### src/rtl/reg_file_mp.sv
// reg_file_mp: multi-read-port register file, registered reads, optional
// zero register and write bypass, and a post-reset clear walk.
// Ports: i_clk, i_rst (sync, active-high); i_reg_addr_r/o_reg_r packed
// per-port read address/data; i_reg_addr_w, i_reg_val_w, i_write_en
// write port; o_ready (clear done); o_wr_err (write dropped in clear).
module reg_file_mp #(
  parameter int REG_WIDTH       = 32,
  parameter int REG_ADDR_LENGTH = 5,
  parameter int NUM_READ_PORTS  = 2,
  parameter int ZERO_REG_EN     = 1,
  parameter int BYPASS_EN       = 1
) (
  input  logic                                  i_clk,
  input  logic                                  i_rst,
  input  logic [NUM_READ_PORTS*REG_ADDR_LENGTH-1:0] i_reg_addr_r,
  output logic [NUM_READ_PORTS*REG_WIDTH-1:0]   o_reg_r,
  input  logic [REG_ADDR_LENGTH-1:0]            i_reg_addr_w,
  input  logic [REG_WIDTH-1:0]                  i_reg_val_w,
  input  logic                                  i_write_en,
  output logic                                  o_ready,
  output logic                                  o_wr_err
);

  localparam int DEPTH = 2 ** REG_ADDR_LENGTH;
  localparam logic [REG_ADDR_LENGTH-1:0] LAST = '1;

  typedef enum logic {
    CLEAR,
    READY
  } state_t;

  state_t state;
  state_t state_nxt;

  logic [REG_ADDR_LENGTH-1:0] clr_cnt;
  logic [REG_WIDTH-1:0]       mem [DEPTH];

  logic                       mem_we;
  logic [REG_ADDR_LENGTH-1:0] mem_wa;
  logic [REG_WIDTH-1:0]       mem_wd;
  logic                       err_nxt;

  logic [NUM_READ_PORTS*REG_WIDTH-1:0] rd_nxt;

  always_ff @(posedge i_clk) begin
    if (i_rst) begin
      state <= CLEAR;
    end else begin
      state <= state_nxt;
    end
  end

  // Counter parks on the last entry so it never starts a second pass.
  always_ff @(posedge i_clk) begin
    if (i_rst) begin
      clr_cnt <= '0;
    end else if (state == CLEAR && clr_cnt != LAST) begin
      clr_cnt <= clr_cnt + 1'b1;
    end
  end

  always_comb begin
    state_nxt = state;
    mem_we    = 1'b0;
    mem_wa    = i_reg_addr_w;
    mem_wd    = i_reg_val_w;
    err_nxt   = 1'b0;
    case (state)
      CLEAR: begin
        mem_we  = 1'b1;
        mem_wa  = clr_cnt;
        mem_wd  = '0;
        err_nxt = i_write_en;
        if (clr_cnt == LAST) begin
          state_nxt = READY;
        end
      end
      READY: begin
        mem_we = i_write_en &&
                 !((ZERO_REG_EN != 0) && i_reg_addr_w == '0);
      end
      default: begin
        state_nxt = CLEAR;
      end
    endcase
  end

  always_ff @(posedge i_clk) begin
    if (!i_rst && mem_we) begin
      mem[mem_wa] <= mem_wd;
    end
  end

  for (genvar p = 0; p < NUM_READ_PORTS; p++) begin : g_rd
    logic [REG_ADDR_LENGTH-1:0] ra;
    logic [REG_WIDTH-1:0]       rd;

    assign ra = i_reg_addr_r[p*REG_ADDR_LENGTH +: REG_ADDR_LENGTH];

    // Zero register outranks bypass; mem read is pre-write (old) data.
    always_comb begin
      rd = mem[ra];
      if ((BYPASS_EN != 0) && i_write_en && ra == i_reg_addr_w) begin
        rd = i_reg_val_w;
      end
      if ((ZERO_REG_EN != 0) && ra == '0) begin
        rd = '0;
      end
    end

    assign rd_nxt[p*REG_WIDTH +: REG_WIDTH] = rd;
  end

  always_ff @(posedge i_clk) begin
    if (i_rst) begin
      o_reg_r  <= '0;
      o_ready  <= 1'b0;
      o_wr_err <= 1'b0;
    end else begin
      o_reg_r  <= (state == READY) ? rd_nxt : '0;
      o_ready  <= (state_nxt == READY);
      o_wr_err <= err_nxt;
    end
  end

endmodule

### config.mk
export PLATFORM = sky130hd
export DESIGN_NAME = reg_file_mp
export DESIGN_NICKNAME = d
export VERILOG_FILES = /design/src/rtl/reg_file_mp.sv
export SDC_FILE = /design/constraint.sdc
export NUM_CORES = 1
export LEC_CHECK = 0
export CAP_MARGIN = 20
export CORE_ASPECT_RATIO = 0.5
export CORE_UTILIZATION = 50
export CTS_CLUSTER_DIAMETER = 200
export DETAILED_ROUTE_END_ITERATION = 12
export PLACE_DENSITY = 0.77
export SYNTH_ARGS = -nofsm -noshare
export SYNTH_HDL_FRONTEND = slang
export SYNTH_SLANG_ARGS = --single-unit
### constraint.sdc
create_clock -name i_clk -period 3.9 [get_ports i_clk]
set_clock_uncertainty 0.05 [all_clocks]
set_input_delay 0.78 -clock i_clk [delete_from_list [all_inputs] [get_ports i_clk]]
set_output_delay 0.78 -clock i_clk [all_outputs]
set_load 0.01 [all_outputs]
; Word-level counts from Yosys, hierarchy flattened
; Memories as Yosys holds them, arrays and structs flattened. A register that Yosys moved wholly into a read port is not among the register bits.
; Index checks and enable logic that the tools add are counted.
[classes]
n_addsub = 1
eq_ne = 2
n_mux = 7
bitwise_logic = 1
reduce_logical = 11
[ops]
columns = op, n
row1 = $mux W32, 1
row2 = $logic_not A5 Y1, 3
row3 = $reduce_or A3 Y1, 2
row4 = $add A5 B1 Y5 const B, 1
row5 = $eq A5 B5 Y1 const B, 1
row6 = $mux W5, 1
row7 = $ne A5 B5 Y1 const B, 1
row8 = $mux W1, 4
row9 = $logic_and A1 B1 Y1, 3
row10 = $logic_not A1 Y1, 2
row11 = $pmux W1 S2, 1
row12 = $reduce_or A2 Y1, 1
row13 = $not A1 Y1, 1
[totals]
reg_bits = 7
mem_bits_rw = 1024
input_bits = 50
output_inout_bits = 66
elab_cells = 26
n_memories = 1
[mem_list]
columns = name, words, word_bits, rd, rd_ports_with_merged_regs, wr, line_no
row1 = mem, 32, 32, 2, 2, 1, 36  ; logic [REG_WIDTH-1:0] mem [DEPTH];

; Depth between registers and ports, before layout
[logic_depth]
depth_word = 7
depth_mapped = 9
depth_no_buf = 7

; Worst setup path before layout
; No wires, ideal clock.
[synth_path]
path_kind = in2reg
from = input port i_rst
to = memory mem[3][0], enable pin
setup_ns = 0.421
t_arrival_ns = 3.192
t_required_ns = 3.429
setup_slack_ns = 0.237
cell_stages = 5
path_buffers = 2
cell_sequence = clkbuf_1 a21oi_1 or3b_2 clkbuf_1 nor2_1
[synth_via]
elab_chain_len = 4
[synth_lines]
columns = element, line_no
row1 = from (decl), 14  ; input logic i_rst,
row2 = $logic_not A1 Y1, 89  ; if (!i_rst && mem_we) begin
row3 = $logic_and A1 B1 Y1, 89
row4 = $mux W1, 89
row5 = $mux W1 (implied by the code), 90  ; mem[mem_wa] <= mem_wd;
row6 = to (decl), 36
; Every way passes these cells.

==> flow_summary_export.csv <==
group,metric,value,unit
global_routing,grtUsageTotal,31.3,%
logic_synthesis,synth-simple-area-share,2.22,%
power,p_per_area,430,nW/um^2
global_routing,grt_pass1_vias,31400,
floorplanning,die_y,224,um
floorplanning,fp.dieArea,99800,sq um
logic_synthesis,syn-mean-instance-area,17.6,sq um
worst_hold_path,hp-class,"reg -> reg",
logic_synthesis,synth_fp_nets,2853,
floorplanning,die_x,446,um
timing,setup_viol,0,
global_routing,grt_pass1_wl,223,mm
cells_and_area,nets,3042,
logic_synthesis,synth.ff_latch_count,1095,
cells_and_area,layout-drive-gt1-share,23.7,%
worst_setup_path,cp.required,4440,ps
clocking,ctsHoldBuffers,0,
timing,slew_violations,0,
timing,worst_pin_slew,1200,ps
logic_synthesis,ys.flop_type,"edfxtp_1",
global_routing,grt_max_degree,63,
worst_setup_path,worstSetupPathType,"reg -> reg",
clocking,path_clk_slew,70,ps
logic_synthesis,synth_fa_ha_area_share,0.0508,%
cells_and_area,fill_cells,6752,
route,drtPass1Iterations,6,
logic_synthesis,synthXorXnorAreaFrac,0.231,%
route,dr.first_iter.drc_count,5503,
logic_synthesis,synth-edff-count,1024,
timing,hold_slack,492,ps
logic_synthesis,syn_inst,2801,
clocking,cts_tree,"yes",
power,max-vdd-ir-drop,0.000300,V
timing,fin_crit_sh,85.3,%
cells_and_area,diodes,0,
clocking,clock_latency,670,ps
route,ant_nets,0,
worst_setup_path,critPathMaxFanout,32,
timing,fin_crit,3330,ps
floorplanning,rows,80,
timing,finalHoldViolations,0,
outcome,status,"finished, final reports clean",
timing,setup_tns,0,ps
clocking,clock_path_buffers,3,
floorplanning,design.core.area,96400,sq um
clocking,cts_htree_levels,3,
timing,maxSlewHeadroom,20.1,%
placed_design,portBuffers,115,
cells_and_area,syn2layout_area_growth,15.6,%
power,cellLeakagePower,18.7,nW
timing,fmax,301,MHz
global_routing,overflow,0,
clocking,ctsResizeCount,0,
cells_and_area,ff_latch_area,32200,sq um
logic_synthesis,synthesis.area,49200,sq um
logic_synthesis,synth_top_family_by_area,"multiplexers",
logic_synthesis,synth.distinct_cells,50,
worst_setup_path,crit_arrival,3860,ps
placed_design,gp_congestion,0.930,
logic_synthesis,synth_compound_area_share,7.38,%
worst_setup_path,critPathLaunchType,"register",
route,num_vias,31800,
logic_synthesis,ys_seq_area_share,65.3,%
clocking,numCtsBuffers,96,
job,drv_cap,0,
logic_synthesis,yosysWarnings,0,
clocking,cts_sinks,1095,
placed_design,dp_hpwl,95.1,mm
floorplanning,start_util,51.1,%
worst_setup_path,endpoint_kind,"register",
clocking,cts_root_buffer,"clkbuf_16",
floorplanning,ios,116,
logic_synthesis,synthMuxAreaShare,22.6,%
clocking,cts_setup_buffers,0,
timing,rsz0062_at_grt,"false",
route,wl,157,mm
route,drc,0,
global_routing,antenna_found_initial,1,
logic_synthesis,synthArstFlopShare,0,%
route,post_drt_via_cell_ratio,7.25,
route,avgRoutedWirePerCell,35.7,um
cells_and_area,multi_input_area,16300,sq um
## critical path, stage by stage (launching register included)
cell and delay, ps:
dfxtp_2 550, buf_4 400, mux2i_4 380, xnor2_1 90, or4_1 540, or4b_2 740, buf_12 240, o22ai_1 220
## power breakdown
group	leakage, nW	internal (mW)	switching (mW)	total [mW]
Sequential	9.51	12.7	0.0377	12.8
Clock	1.57	5.57	4.28	9.84
Combinational	7.60	0.776	1.08	1.86
## state kept, by name, indices dropped and copies added, names as in the netlist
register,count
clr_cnt,5
o_wr_err,1
o_reg_r,64
mem,1024
o_ready,1
## metrics by stage
step | cell area (sq um) | setup WS, ps | std cells | power, mW | utilization [%]
final | 56900 | 573 | 4383 | 24.5 | 59.0
after global routing | 56900 | 525 | 4383 | 24.9 | 59.0
after CTS | 56900 | 620 | 4382 | 24.4 | 59.0
after detailed placement | 53700 | 197 | 4203 | 14.8 | 55.7
after global placement | 53700 | 204 | 4203 | 14.8 | 55.7
after floorplan | 49200 | 237 | 2801 | 14.1 | -
## synth_stat cells, drive strengths merged (14+ instances only)
cell type,count,area (sq um)
edfxtp,1024,30700
mux2i,389,3930
mux4,320,7210
clkbuf,131,492
o22ai,123,769
a22oi,116,871
buf,95,433
nand2,73,274
dfxtp,71,1420
a221oi,64,561
nor2,60,225
a22o,44,385
o21ai,41,205
inv,34,128
a211oi,26,195
o221ai,26,228
and3,25,156
a31oi,23,144
nand3,14,70.1
## cell families after synthesis
logic type,after synthesis
flip-flops,1095
XOR/XNOR,13
AND/OR/NAND/NOR,224
multiplexers,710
buffers and inverters,260
AO/OA/AOI/OAI,497
adder cells (fa/ha/maj),2
## routing by layer
layer  GRT usage, %  wire length, um
met3           9.98            25200
met5              0                0
met1           43.2            55200
met2           45.5            67800
met4           14.4             8380
## layout by cell type (no fill, tap or decap), types with 59 or more instances in the layout
| cell type | instances |
|---|---|
| nand2_1 | 73 |
| o22ai_1 | 123 |
| buf_12 | 59 |
| clkdlybuf4s50_1 | 108 |
| a22oi_1 | 116 |
| mux4_2 | 320 |
| a221oi_1 | 64 |
| clkbuf_16 | 100 |
| edfxtp_1 | 1024 |
| dfxtp_1 | 70 |
| buf_4 | 142 |
| mux2i_1 | 386 |
## cell type report
type | instances | share of cell area [%]
Multi-Input combinational cell | 1446 | 28.7
Clock inverter | 48 | 0.939
Tap cell | 1312 | 2.88
Inverter | 34 | 0.224
Sequential cell | 1095 | 56.5
Clock buffer | 131 | 4.73
Timing Repair Buffer | 317 | 6.02
## path summary, 6_finish.rpt
check                                 from           to  slack (ps)  cells past startpoint
worst max-delay path               o_ready  o_reg_r[32]         570                      7
worst min-delay path            clr_cnt[4]   clr_cnt[4]         490                      2
worst max register to register     o_ready  o_reg_r[32]         570                      7
worst min register to register  clr_cnt[4]   clr_cnt[4]         490                      2
No activity file was read; power rests on OpenSTA's default activity.
